### config.mk
export PLATFORM = sky130hd
export DESIGN_NAME = ain_averager
export DESIGN_NICKNAME = d
export VERILOG_FILES = /design/src/rtl/ain_averager.sv
export SDC_FILE = /design/constraint.sdc
export NUM_CORES = 1
export LEC_CHECK = 0
export ABC_CLOCK_PERIOD_IN_PS = 16420
export CAP_MARGIN = 25
export CORE_MARGIN = 2
export CORE_UTILIZATION = 50
export CTS_BUF_LIST = sky130_fd_sc_hd__clkbuf_4 sky130_fd_sc_hd__clkbuf_8 sky130_fd_sc_hd__clkbuf_16
export DETAILED_ROUTE_END_ITERATION = 10
export MAX_ROUTING_LAYER = met4
export PLACE_DENSITY = 0.84
export SLEW_MARGIN = 30
export SYNTH_ARGS = -nofsm -noshare
export SYNTH_HDL_FRONTEND = slang
export SYNTH_SLANG_ARGS = --single-unit
### constraint.sdc
create_clock -name clk_150mhz -period 16.42 [get_ports clk_150mhz]
set_input_delay 3.284 -clock clk_150mhz [delete_from_list [all_inputs] [get_ports clk_150mhz]]
set_output_delay 3.284 -clock clk_150mhz [all_outputs]
set_load 0.01 [all_outputs]
### src/rtl/ain_averager.sv
// ---------------------------------------------------------------------------
// ain_averager
//
// Per-channel block averager and limit monitor for the eight LTC2320 analog
// inputs, clocked in the 150 MHz domain directly behind the ADC interface.
//
// Each accepted frame is snapshotted, then walked through one channel per
// cycle by a time-multiplexed datapath. The datapath accumulates 2^AVG_LOG2
// frames per channel and publishes the eight truncated averages together
// with a one-cycle strobe. Every sample is also compared against a common
// threshold to set sticky per-channel fault flags. A frame that arrives
// while a previous one is still being processed is dropped and flagged as
// an overrun.
//
// Parameters
//   AVG_LOG2      log2 of frames per average (0..8)
//
// Ports
//   clk_150mhz    sole clock, rising edge
//   reset_150mhz  asynchronous active-high reset
//   ain_valid     one-cycle strobe; ain1..8_data stable while high
//   ain1..8_data  13-bit unsigned samples, channels 1..8
//   limit_value   13-bit unsigned over-limit threshold (strictly greater)
//   fault_clear   one-cycle pulse clearing fault_flags and overrun
//   avg_valid     one-cycle strobe marking a new set of averages
//   avg1..8_data  13-bit truncated averages, channels 1..8
//   fault_flags   sticky over-limit flags, bit k-1 = channel k
//   overrun       sticky; a frame arrived while busy and was dropped
//   busy          high while a frame is being processed
// ---------------------------------------------------------------------------
module ain_averager #(
   parameter int AVG_LOG2 = 4
) (
   input  logic        clk_150mhz,
   input  logic        reset_150mhz,
   input  logic        ain_valid,
   input  logic [12:0] ain1_data,
   input  logic [12:0] ain2_data,
   input  logic [12:0] ain3_data,
   input  logic [12:0] ain4_data,
   input  logic [12:0] ain5_data,
   input  logic [12:0] ain6_data,
   input  logic [12:0] ain7_data,
   input  logic [12:0] ain8_data,
   input  logic [12:0] limit_value,
   input  logic        fault_clear,
   output logic        avg_valid,
   output logic [12:0] avg1_data,
   output logic [12:0] avg2_data,
   output logic [12:0] avg3_data,
   output logic [12:0] avg4_data,
   output logic [12:0] avg5_data,
   output logic [12:0] avg6_data,
   output logic [12:0] avg7_data,
   output logic [12:0] avg8_data,
   output logic [7:0]  fault_flags,
   output logic        overrun,
   output logic        busy
);

   localparam int ACC_W  = 13 + AVG_LOG2;
   // A zero-width counter is not legal, so AVG_LOG2=0 keeps a 1-bit dummy
   // whose terminal value is 0: every frame is then the last frame.
   localparam int FCNT_W = (AVG_LOG2 == 0) ? 1 : AVG_LOG2;
   localparam logic [FCNT_W-1:0] FCNT_LAST = FCNT_W'((1 << AVG_LOG2) - 1);

   typedef enum logic [1:0] {
      IDLE    = 2'd0,
      ACCUM   = 2'd1,
      PUBLISH = 2'd2
   } state_t;

   state_t            state;
   state_t            state_nxt;

   logic [2:0]        idx;
   logic [FCNT_W-1:0] fcnt;
   logic              last_frame;

   logic [12:0]       ain_data [8];
   logic [12:0]       snap     [8];
   logic [ACC_W-1:0]  acc      [8];
   logic [12:0]       res      [8];
   logic [12:0]       avg_q    [8];

   logic [12:0]       snap_cur;
   logic [ACC_W-1:0]  sum_cur;
   logic [7:0]        fault_set;
   logic              overrun_set;

   // Floor division by the frame count. The sum can never exceed
   // (2^13-1)*2^AVG_LOG2, so the shifted value always fits in 13 bits.
   function automatic logic [12:0] avg_trunc(input logic [ACC_W-1:0] sum);
      return 13'(sum >> AVG_LOG2);
   endfunction

   assign ain_data[0] = ain1_data;
   assign ain_data[1] = ain2_data;
   assign ain_data[2] = ain3_data;
   assign ain_data[3] = ain4_data;
   assign ain_data[4] = ain5_data;
   assign ain_data[5] = ain6_data;
   assign ain_data[6] = ain7_data;
   assign ain_data[7] = ain8_data;

   assign avg1_data = avg_q[0];
   assign avg2_data = avg_q[1];
   assign avg3_data = avg_q[2];
   assign avg4_data = avg_q[3];
   assign avg5_data = avg_q[4];
   assign avg6_data = avg_q[5];
   assign avg7_data = avg_q[6];
   assign avg8_data = avg_q[7];

   assign busy       = (state != IDLE);
   assign last_frame = (fcnt == FCNT_LAST);
   assign snap_cur   = snap[idx];
   assign sum_cur    = acc[idx] + ACC_W'(snap_cur);

   // ------------------------------------------------------------------
   // Control FSM
   // ------------------------------------------------------------------
   always_ff @(posedge clk_150mhz or posedge reset_150mhz) begin
      if (reset_150mhz) begin
         state <= IDLE;
      end else begin
         state <= state_nxt;
      end
   end

   always_comb begin
      state_nxt = state;
      case (state)
         IDLE: begin
            if (ain_valid) begin
               state_nxt = ACCUM;
            end
         end
         ACCUM: begin
            if (idx == 3'd7) begin
               state_nxt = last_frame ? PUBLISH : IDLE;
            end
         end
         PUBLISH: begin
            state_nxt = IDLE;
         end
         default: begin
            state_nxt = IDLE;
         end
      endcase
   end

   // ------------------------------------------------------------------
   // Snapshot, accumulate and publish datapath
   // ------------------------------------------------------------------
   always_ff @(posedge clk_150mhz or posedge reset_150mhz) begin
      if (reset_150mhz) begin
         idx       <= 3'd0;
         fcnt      <= '0;
         avg_valid <= 1'b0;
         for (int k = 0; k < 8; k++) begin
            snap[k]  <= '0;
            acc[k]   <= '0;
            res[k]   <= '0;
            avg_q[k] <= '0;
         end
      end else begin
         avg_valid <= 1'b0;
         case (state)
            IDLE: begin
               // The snapshot decouples processing from the upstream data,
               // which is only guaranteed stable during the strobe cycle.
               if (ain_valid) begin
                  for (int k = 0; k < 8; k++) begin
                     snap[k] <= ain_data[k];
                  end
                  idx <= 3'd0;
               end
            end
            ACCUM: begin
               if (last_frame) begin
                  res[idx] <= avg_trunc(sum_cur);
                  acc[idx] <= '0;
               end else begin
                  acc[idx] <= sum_cur;
               end
               idx <= idx + 3'd1;
               if (idx == 3'd7) begin
                  fcnt <= last_frame ? '0 : fcnt + FCNT_W'(1);
               end
            end
            PUBLISH: begin
               // Staging through res keeps all eight outputs coherent: they
               // only ever change together with the avg_valid strobe.
               for (int k = 0; k < 8; k++) begin
                  avg_q[k] <= res[k];
               end
               avg_valid <= 1'b1;
            end
            default: begin
               idx <= 3'd0;
            end
         endcase
      end
   end

   // ------------------------------------------------------------------
   // Sticky fault and overrun flags
   // ------------------------------------------------------------------
   always_comb begin
      fault_set = 8'd0;
      if ((state == ACCUM) && (snap_cur > limit_value)) begin
         fault_set[idx] = 1'b1;
      end
   end

   assign overrun_set = ain_valid && (state != IDLE);

   // A set condition on the same edge as fault_clear wins, so an event is
   // never lost to a host clear racing with it.
   always_ff @(posedge clk_150mhz or posedge reset_150mhz) begin
      if (reset_150mhz) begin
         fault_flags <= 8'd0;
         overrun     <= 1'b0;
      end else begin
         fault_flags <= (fault_clear ? 8'd0 : fault_flags) | fault_set;
         overrun     <= (fault_clear ? 1'b0 : overrun) | overrun_set;
      end
   end

endmodule

**Word-level counts from Yosys, hierarchy flattened**

Index checks and enable logic that the tools add are counted.
Widths: inputs -> output; s select.

- Output and inout port bits: 115
- Input port bits: 121
- Register bits after elaboration: 467
- Logic and storage cells: 95

- Multiplexer cells: 26
- Bitwise operators: 6
- Order comparisons: 5
- Reductions and logical operators: 11
- Eq/ne operators: 6
- Add/subtract/negate cells: 3

Operator list:

| kind | number |
|---|---|
| $and 136x136->136 | 1 |
| $bwmux 136 | 1 |
| $mux 136 | 1 |
| $not 136->136 | 1 |
| $bwmux 104 | 1 |
| $bmux 17 s3 | 1 |
| $demux 17 s3 | 1 |
| $mux 17 | 3 |
| $bmux 13 s3 | 1 |
| $demux 13 s3 | 1 |
| $mux 13 | 3 |
| $add 17x13->17 | 1 |
| $mux 8 | 2 |
| $gt 13x13->1 | 1 |
| $reduce_and 2->1 | 5 |
| $pmux 3 s3 | 1 |
| $or 8x8->8 | 1 |
| $mux 2 | 3 |
| $add 4x1->4 const B | 1 |
| $eq 4x4->1 const B | 1 |
| $ge 4x4->1 const B | 1 |
| $logic_and 1x1->1 | 4 |
| $lt 3x4->1 const B | 1 |
| $lt 4x1->1 const B | 1 |
| 16 further kinds | 19 |

**Logic depth before layout (Yosys ltp)**

Gate-level depths: netlist of the first run.

- Depth after elaboration: 8
- Depth in mapped cells: 17
- Gate-level depth less buffers: 14

**Worst setup path after synthesis of the first run**

OpenSTA, ideal clock, no wires.

- Kind: input -> register
- From: input port limit_value[6]
- To: register fault_flags[5]
- Path buffers: 1
- Required time: 16.274 ns
- Setup slack: 11.074 ns
- Stages on the path: 9
- Setup time: 0.146 ns
- Arrival time: 5.200 ns
- Cells stage by stage: inv_1 > ha_1 > and4_1 > nand2_1 > o41ai_1 > clkbuf_1 > nor4_1 > o21ai_0 > o221ai_1

- Longest elaborated chain between the ends: 4

RTL lines:

| element | RTL line | source |
|---|---|---|
| start, declared | 45 | `input logic [12:0] limit_value,` |
| $gt 13x13->1 | 212 | `if ((state == ACCUM) && (snap_cur > limit_value)) begin` |
| $logic_and 1x1->1 | 212 |  |
| $mux 8 | 212 |  |
| $or 8x8->8 | 226 | `fault_flags <= (fault_clear ? 8'd0 : fault_flags) \| fault_set;` |
| end signal, assigned | 226 |  |
| end, declared | 56 | `output logic [7:0] fault_flags,` |

Every way passes these cells.
A chain may end at the register's enable or synchronous reset.

**Worst setup path in the final report of the first run**

- From: register idx[2]
- To: register res[45] in the netlist's numbering

- Longest elaborated chain between the ends: 6
- Elaborated cells on any way between the ends: 14
- Classes of those cells: add/sub (1); order compare (2); mux (9); bitwise (1); reduce/logical (1)

RTL lines:

| element | RTL line | source |
|---|---|---|
| start, declared | 76 | `logic [2:0] idx;` |
| start signal, assigned | 187 | `idx <= idx + 3'd1;` |
| $not 3->4 (not written as such) * | 117, 118, 182 |  |
| $bmux 17 s3 (tied with other cells) | 118 | `assign sum_cur = acc[idx] + ACC_W'(snap_cur);` |
| $mux 17 (not written as such) (tied with other cells) (2 in series) | 118 |  |
| $add 17x13->17 or $demux 13 s3 (tied branches) | 118, 182 |  |
| $bwmux 104 * | 182 | `res[idx] <= avg_trunc(sum_cur);` |
| end signal, assigned by index | 182 |  |
| end, declared | 83 | `logic [12:0] res [8];` |

Every way passes the cells marked *; elsewhere a longest branch is shown, timed or not. The select of a mux whose other input is x is not followed.

==> results by stage, run 1 <==
Drt:
- The per-cell via count in the routed design is 5.93.
- The post-route antenna net violation count is 0.
- Dividing the detail-routed wire length by the instance count gives 20.8 um.
- The total iterations of the first detailed-routing run is 5.
- The final layout contains routed wiring with a total length of 54.3 mm.
- The number of vias after detailed routing is 15441.
- After detailed routing, the number of remaining DRC violations is 0.
- For this block, the initial DRC count from the detailed router was 1424.

Floorplanning:
- The die height is 202 um.
- The die is 202 um wide.
- Row generation in the floorplan step produced 72 rows.
- The floorplan step defined a die boundary enclosing 40800 um2.
- The number of top-level pins is 236.
- Once the floorplan was initialized, standard cells occupied 50.7% of the core.
- The region available for standard cell placement spans 38600 um2.

Pwr:
- The worst-case vdd ir drop is 0.267 mV.
- The design draws 5.14 mW.
- Power spread over the standard cell area amounts to 212 nW/um2.
- The reported leakage power is 11.2 nW.

Timing:
- For the final routed database, the setup TNS stands at 0 ns.
- The final number of hold-violating endpoints is 0.
- The worst setup skew after layout is 0.0177 ns.
- The setup violation total in the final timing report is 0.
- Setup repair after global routing left no endpoint under its margin.
- The worst path meets setup with 11.18 ns of slack.
- The worst slew slack as a fraction of its limit is 34.1%.
- The post-layout minimum cycle time is 5.24 ns.
- For the pin with the worst max-slew slack, the measured transition is 0.985 ns.
- The final critical path takes up 31.9% of the cycle.
- The max-slew violation total from the final report is 0.
- Final hold analysis gives a worst-case slack of 0.461 ns.
- The maximum operating frequency is 191 MHz.

Clock network:
- The maximum buffer depth of the clock tree is 3.
- After clock tree synthesis, the clock-pin slew on the worst setup and hold paths is 0.07 ns.
- The total of cells resized after clock tree synthesis is 0.
- The clock sink count is 467.
- Buffers inserted during clock tree synthesis total 47.
- The count of H-tree levels built during CTS is 2.
- After clock tree synthesis, the flow added hold-fix buffers numbering 0.
- The latest clock arrival within the worst-skew pair is 0.59 ns.
- The number of buffers inserted by post-CTS setup repair is 0.
- The CTS tree is yes.
- The clock tree root buffer cell is sky130_fd_sc_hd__clkbuf_16.

GRT:
- The via count of the first global-routing pass came to 15705.
- The sum of overflow across all layers after global routing is 0.
- Entering global routing, the biggest net connects 175 pins.
- The wire length of the first global-routing pass is 85.9 mm.
- The global router's overall resource usage is 27.5%.
- The initial antenna violation count came to 0.

Setup path:
- The worst setup path is captured at a flip-flop.
- The signal on the critical path passes through nor2b_1 -> and2_1 -> buf_4 -> a22o_1 -> a221oi_1 -> and3_1 -> inv_1 -> ha_1 -> fa_1 -> a21o_1 -> a221oi_1 -> o211ai_1 -> a21oi_1 -> xor2_1 -> buf_4 -> o21ai_0.
- The data arrival time at the worst-slack endpoint is 5.68 ns.
- The family of cells with the greatest summed delay on the critical path is compound AO/OA/AOI/OAI gates.
- Among all stages on the critical path, the largest delay is contributed by sky130_fd_sc_hd__dfrtp_1.
- Of all nets on the critical path, the largest fanout is 30.
- The critical path in this run is classified as flip-flop to flip-flop.
- STA classifies the critical path startpoint as a flip-flop.
- The number of buffer and inverter instances along the worst setup path is 3.
- At the worst endpoint, the required time is 16.86 ns.
- In this design, the stage delay of the slowest critical-path cell is 0.69 ns.

Synth:
- The post-synthesis cell area is 19600 um2.
- After synthesis, flip-flops and latches occupy 59.7% of the total area.
- The Yosys step of the flow raised 0 warnings.
- The most used flip-flop cell after synthesis is sky130_fd_sc_hd__dfrtp_1.
- The area share of the largest cell type after synthesis is 59.7%.
- Of all flip-flops after synthesis, the portion carrying an async set or reset was 100%.
- In this run, distinct cell masters in the synthesized netlist total 56.
- The average instance in the mapped netlist occupies 10.6 um2.
- Counting flops and latches in the post-synthesis netlist gives 467.
- The post-synthesis instance total is 1842.
- After synthesis, the cell types taking the most area are sky130_fd_sc_hd__dfrtp_1, sky130_fd_sc_hd__nand2_1, sky130_fd_sc_hd__mux2_2.
- The largest area contributor in the synthesized netlist is sky130_fd_sc_hd__dfrtp_1.
- The net count of the mapped netlist is 1993.
- Yosys mapped a number of flops with a built-in enable equal to 0.

Placed design:
- The instance count after placement with tap cells included is 2514.
- The cell area after placement is 22500 um2.
- After legalization and detailed placement, the total HPWL measured 34.2 mm.
- The final estimated routing congestion in global placement is 0.906.
- The worst setup timing slack at the placement stage is 10.66 ns.
- The count of buffers inserted at the top-level ports is 235.

Finish:
- Once layout is done, the placed cells without fillers occupy 24200 um2.
- The fraction of final layout cells with drive strength greater than 1 is 12.8%.
- In the final design database the tool counted 2198 nets.
- The library cell used most frequently in the layout, excluding fill and tap cells, is sky130_fd_sc_hd__nand2_1.
- The number of non-filler instances in the completed layout is 2604.
- Once layout is complete, the utilization of the core stands at 62.6%.
- 0 antenna diodes ended up in the layout.
- The area growth from synthesis to layout is 23.6%.
- The top cell types in the final layout, fill and taps aside, are sky130_fd_sc_hd__nand2_1, sky130_fd_sc_hd__dfrtp_1, sky130_fd_sc_hd__clkdlybuf4s50_1, sky130_fd_sc_hd__o21ai_0, sky130_fd_sc_hd__mux2_2.
- Fill cells in the final layout number 2893.

Min path:
- The path category of the worst min-delay check is flip-flop to flip-flop.

Run status:
- The flow ran to the end, and the final reports show no timing, DRC or antenna violations.

Run:
- Max-cap violations in this run came to 0.
sequential cells by signal, indices dropped and copies added (netlist names), 3 cells and up:
name / cells
idx: 3
avg5_data: 13
avg1_data: 13
fcnt: 4
snap: 104
res: 104
acc: 136
avg7_data: 13
avg8_data: 13
fault_flags: 8
avg4_data: 13
avg3_data: 13
avg2_data: 13
avg6_data: 13
cell usage after synthesis, drive strengths merged (9+ instances only):
cell    number
nand2      541
dfrtp      467
o21ai      177
mux2       117
a22oi      103
clkbuf      95
a22o        53
ha          29
inv         28
a21oi       27
nand4       27
nor2        18
o31ai       16
buf         14
nand2b      11
xor2        11
nand3        9
xnor2        9
where the power goes:
| group | internal (mW) | total, mW | switching [mW] |
|---|---|---|---|
| clock | 0.675 | 1.14 | 0.463 |
| combinational | 0.749 | 2.36 | 1.61 |
| sequential | 1.44 | 1.64 | 0.198 |
| total | 2.87 | 5.14 | 2.28 |
metal layers:
layer | vias up | track usage (%) | part of all wire [%]
met3 | 153 | 6.59 | 10
met5 | - | - | 0
met4 | 0 | 11.0 | 3.6
met1 | 7638 | 35.1 | 39
met2 | 840 | 42.7 | 47
li1 | 6810 | - | -
cell type report:
class                   count  area (um2)  share of cell area (%)
multi-input cells        1236        7460                    30.8
clock inverters            25         320                    1.32
repair buffers            265        2620                    10.8
flip-flops and latches    467       11700                    48.3
inverters                  30         125                   0.517
clock buffers              63        1350                    5.56
well taps                 518         648                    2.68
kinds of logic after synthesis:
logic type | count (synthesis) | synth area share [%]
DFF | 467 | 59.7
muxes | 125 | 7.39
AOI/OAI and AO/OA | 419 | 14.0
and+or+nand+nor | 642 | 13.3
xor gates and xnor gates | 20 | 0.895
buffers and inverters | 139 | 2.72
adders and majority gates | 30 | 1.96
worst min-delay path, delay by kind of cell, from the launching register on:
kind          cells  cell delay [ns]
flops             1             0.34
simple gates      2             0.10
path summary, 6_finish.rpt:
check,start,endpoint,slack (ns),depth (start not counted)
min in group asynchronous,reset_150mhz,avg7_data[6],3.21,2
max in group asynchronous,reset_150mhz,acc[90],11.83,4
setup reg to reg,idx[2],res[45],11.18,16
hold / removal,res[60],avg4_data[8],0.46,2
setup / recovery,idx[2],res[45],11.18,16
hold reg to reg,res[60],avg4_data[8],0.46,2
Note: power is estimated with default switching activity, not from simulation.
==> run 2, diff against run 1 <==
- ABC_CLOCK_PERIOD_IN_PS: 16420 -> 4920
- CORE_UTILIZATION: 50 -> 56
- PLACE_DENSITY: 0.84 -> 0.88
- clock period: 16.42 -> 4.92 ns (I/O delays scaled with it)
==> run 2 against run 1 <==
Net effect: critical path depth down 2; sequential share of layout area fell by 0.14 points; critical endpoint is now acc[42]; sequential cell count is the same; global-route usage is 5.4 points higher; highest routed layer unchanged; final cell count fell by 1.7%; clock skew down 0.00062 ns.
==> results by stage, run 2 (synthesis results as in run 1) <==
Finish:
- The number of flip-flops under the largest register name is 136.
- The most common cell after layout, fill and taps aside is sky130_fd_sc_hd__nand2_1.
- In the final layout, flip-flops and latches occupy 11700 um2.
- The net count of the finished layout is 2220.
- In the final layout, the registers with the most flip-flops are acc: 136 flops, res: 104 flops, snap: 104 flops.
- The area of the multi-input gates is 7420 um2.
- The layout overhead on the synthesized area is 24.0%.
- The library cells used most frequently in the layout, excluding fill and tap cells, are sky130_fd_sc_hd__nand2_1, sky130_fd_sc_hd__dfrtp_1, sky130_fd_sc_hd__clkdlybuf4s50_1, sky130_fd_sc_hd__o21ai_0, sky130_fd_sc_hd__mux2_2.
- The count of antenna diodes in the layout is 0.
- The number of fill cells in the layout is 2361.
- The post-route netlist has 13.0% of its cells at a drive strength greater than 1.
- Counting flops per register, the top entry is acc.

Setup path:
- The worst setup path is captured at a flip-flop.
- The required time at the worst-slack endpoint is 5.38 ns.
- The cell at the slowest stage of the critical path is sky130_fd_sc_hd__dfrtp_1.
- The number of buffer and inverter instances along the worst setup path is 1.
- The family of cells with the greatest summed delay on the critical path is simple AND/OR/NAND/NOR gates.
- The kind of launch point of the worst setup path is a flip-flop.
- The data arrival time at the worst-slack endpoint is 5.12 ns.
- For this run, the slowest stage of the critical path takes 0.62 ns.
- The worst setup path is of the flip-flop to flip-flop kind.
- The signal on the critical path passes through nor2b_1 -> and2_1 -> a22o_1 -> a221oi_1 -> and3_1 -> inv_1 -> ha_1 -> fa_1 -> a21o_1 -> a221oi_1 -> o21ai_0 -> nor3_4 -> nand2_1 -> o21ai_0.
- Of all nets on the critical path, the largest fanout is 14.
- The minimum setup slack among reg-to-reg paths is 0.26 ns.

Timing:
- The post-layout minimum cycle time is 4.66 ns.
- For the pin with the worst max-slew slack, the measured transition is 0.937 ns.
- Headroom to the max-slew limit came out at 37.0%.
- The max-slew violation total from the final report is 0.
- The fraction of the cycle the final worst path needs is 94.7%.
- Derived from the worst setup path, the maximum achievable clock frequency is 215 MHz.
- In the final timing run, aggregate negative setup slack is 0 ns.
- The worst setup skew after layout is 0.0171 ns.
- The final number of hold-violating endpoints is 0.
- Setup repair after global routing left no endpoint under its margin.
- The setup violation total in the final timing report is 0.

Drt:
- The post-route antenna net violation count is 0.
- Wires add up to 56.9 mm.
- The first routing iteration left 1499 violations.
- Detailed routing inserted a total of 15651 vias.
- Dividing the detail-routed wire length by the instance count gives 22.2 um.
- The DRC violation count after routing is 0.
- The total iterations of the first detailed-routing run is 6.
- The per-cell via count in the routed design is 6.12.

Run status:
- The flow ran to the end, and the final reports show no timing, DRC or antenna violations.

GRT:
- Entering global routing, the biggest net connects 127 pins.
- The wire length of the first global-routing pass is 89.7 mm.
- Global routing used 33.0% of the available tracks across all layers.
- For this run the aggregate overflow at the end of global routing stands at 0.
- The initial antenna violation count was 0.
- The via count of the first global-routing pass came to 16124.

Floorplanning:
- The number of top-level pins is 236.
- The floorplan die width is 191 um.
- In this run the vertical extent of the chip is 191 um.
- The floorplan step defined a die boundary enclosing 36500 um2.
- For this configuration, the core starts out at a cell density of 56.8%.
- After floorplanning, the core was divided into 68 placement rows.
- The total area inside the core boundary comes to 34500 um2.

Pwr:
- The worst-case vdd ir drop is 0.759 mV.
- The reported leakage power is 11.2 nW.
- Overall power consumption after layout is estimated at 17.7 mW.
- For this design the ratio of total power to cell area is 728 nW/um2.

Clock network:
- The tree is rooted in a sky130_fd_sc_hd__clkbuf_16.
- The maximum buffer depth of the clock tree is 3.
- The count of H-tree levels built during CTS is 2.
- The CTS clock-pin slew for the worst setup and hold paths is 0.06 ns.
- The latest clock arrival within the worst-skew pair is 0.56 ns.
- The clock sink count is 467.
- The CTS tree is yes.
- Buffers inserted during clock tree synthesis total 46.
- The number of buffers inserted for hold repair after clock tree synthesis is 0.

Placed design:
- The HPWL reported at the end of detailed placement is 37.3 mm.
- The final estimated routing congestion in global placement is 0.963.
- The count of buffers inserted at the top-level ports is 235.

Run:
- The count of maximum capacitance violations is 0.

Min path:
- The path category of the worst min-delay check is flip-flop to flip-flop.
-- run 2: what timing repair did --
| item | 4_1_cts | 5_1_grt |
|---|---|---|
| setup endpoints to repair | 0 | 8 |
| hold endpoints to repair | 0 | 0 |
| resized for setup | 0 | 2 |
| buffers inserted | 0 | 0 |
-- run 2: layout make-up --
| cell class | instances | area share (%) |
|---|---|---|
| flip-flops and latches | 467 | 48.1 |
| multi-input cells | 1236 | 30.6 |
| repair buffers | 288 | 11.6 |
| clock buffers | 64 | 5.63 |
| well taps | 455 | 2.35 |
| clock inverters | 19 | 1.25 |
| inverters | 30 | 0.479 |
-- run 2: tightest hold or removal path, stage by stage, from the launching register on --
cell and delay [ns]:
sky130_fd_sc_hd__dfrtp_1 0.34, sky130_fd_sc_hd__nand2_1 0.05, sky130_fd_sc_hd__nand2_1 0.05
-- run 2: metrics by stage --
stage | setup slack, ns | hold slack [ns] | instances | area, um2 | util, %
3_5_place_dp | 0.211 | 0.449 | 2476 | 22600 | 65.6
4_1_cts | 0.144 | 0.466 | 2559 | 24300 | 70.4
5_1_grt | 0.132 | 0.487 | 2559 | 24300 | 70.4
2_1_floorplan | -2.39 | 0.433 | 1842 | 19600 | -
6_report | 0.259 | 0.468 | 2559 | 24300 | 70.4
3_3_place_gp | 0.398 | 0.447 | 2476 | 22600 | 65.6
-- run 2: where the power goes --
part | internal [mW] | switching [mW]
clock | 2.32 | 1.51
sequential | 4.82 | 0.670
combinational | 2.70 | 5.67
total | 9.84 | 7.85
-- run 2: metal layers --
metal  wire length [um]  part of all wire, %  global-route usage, %  vias to the layer above
li1                   -                    -                      -                     6867
met1              21900                   39                   41.2                     7725
met2              27400                   48                   53.1                      878
met3               4740                  8.3                   5.03                      181
met4               2800                  4.9                   15.8                        0
met5                  0                    0                      -                        -
-- run 2: worst paths after layout --
path                       cells past startpoint    startpoint           end
min                                            2       res[18]  avg7_data[5]
min in group asynchronous                      2  reset_150mhz  avg8_data[6]
min reg2reg                                    2       res[18]  avg7_data[5]
max                                           14        idx[1]       acc[42]
max reg2reg                                   14        idx[1]       acc[42]
max in group asynchronous                      3  reset_150mhz       acc[18]
==> run 3, diff against run 2 <==
- SKIP_LAST_GASP: unset -> 1
==> results of run 3 <==
Same layout as run 2: the final DEF is identical, and so are final timing and power.
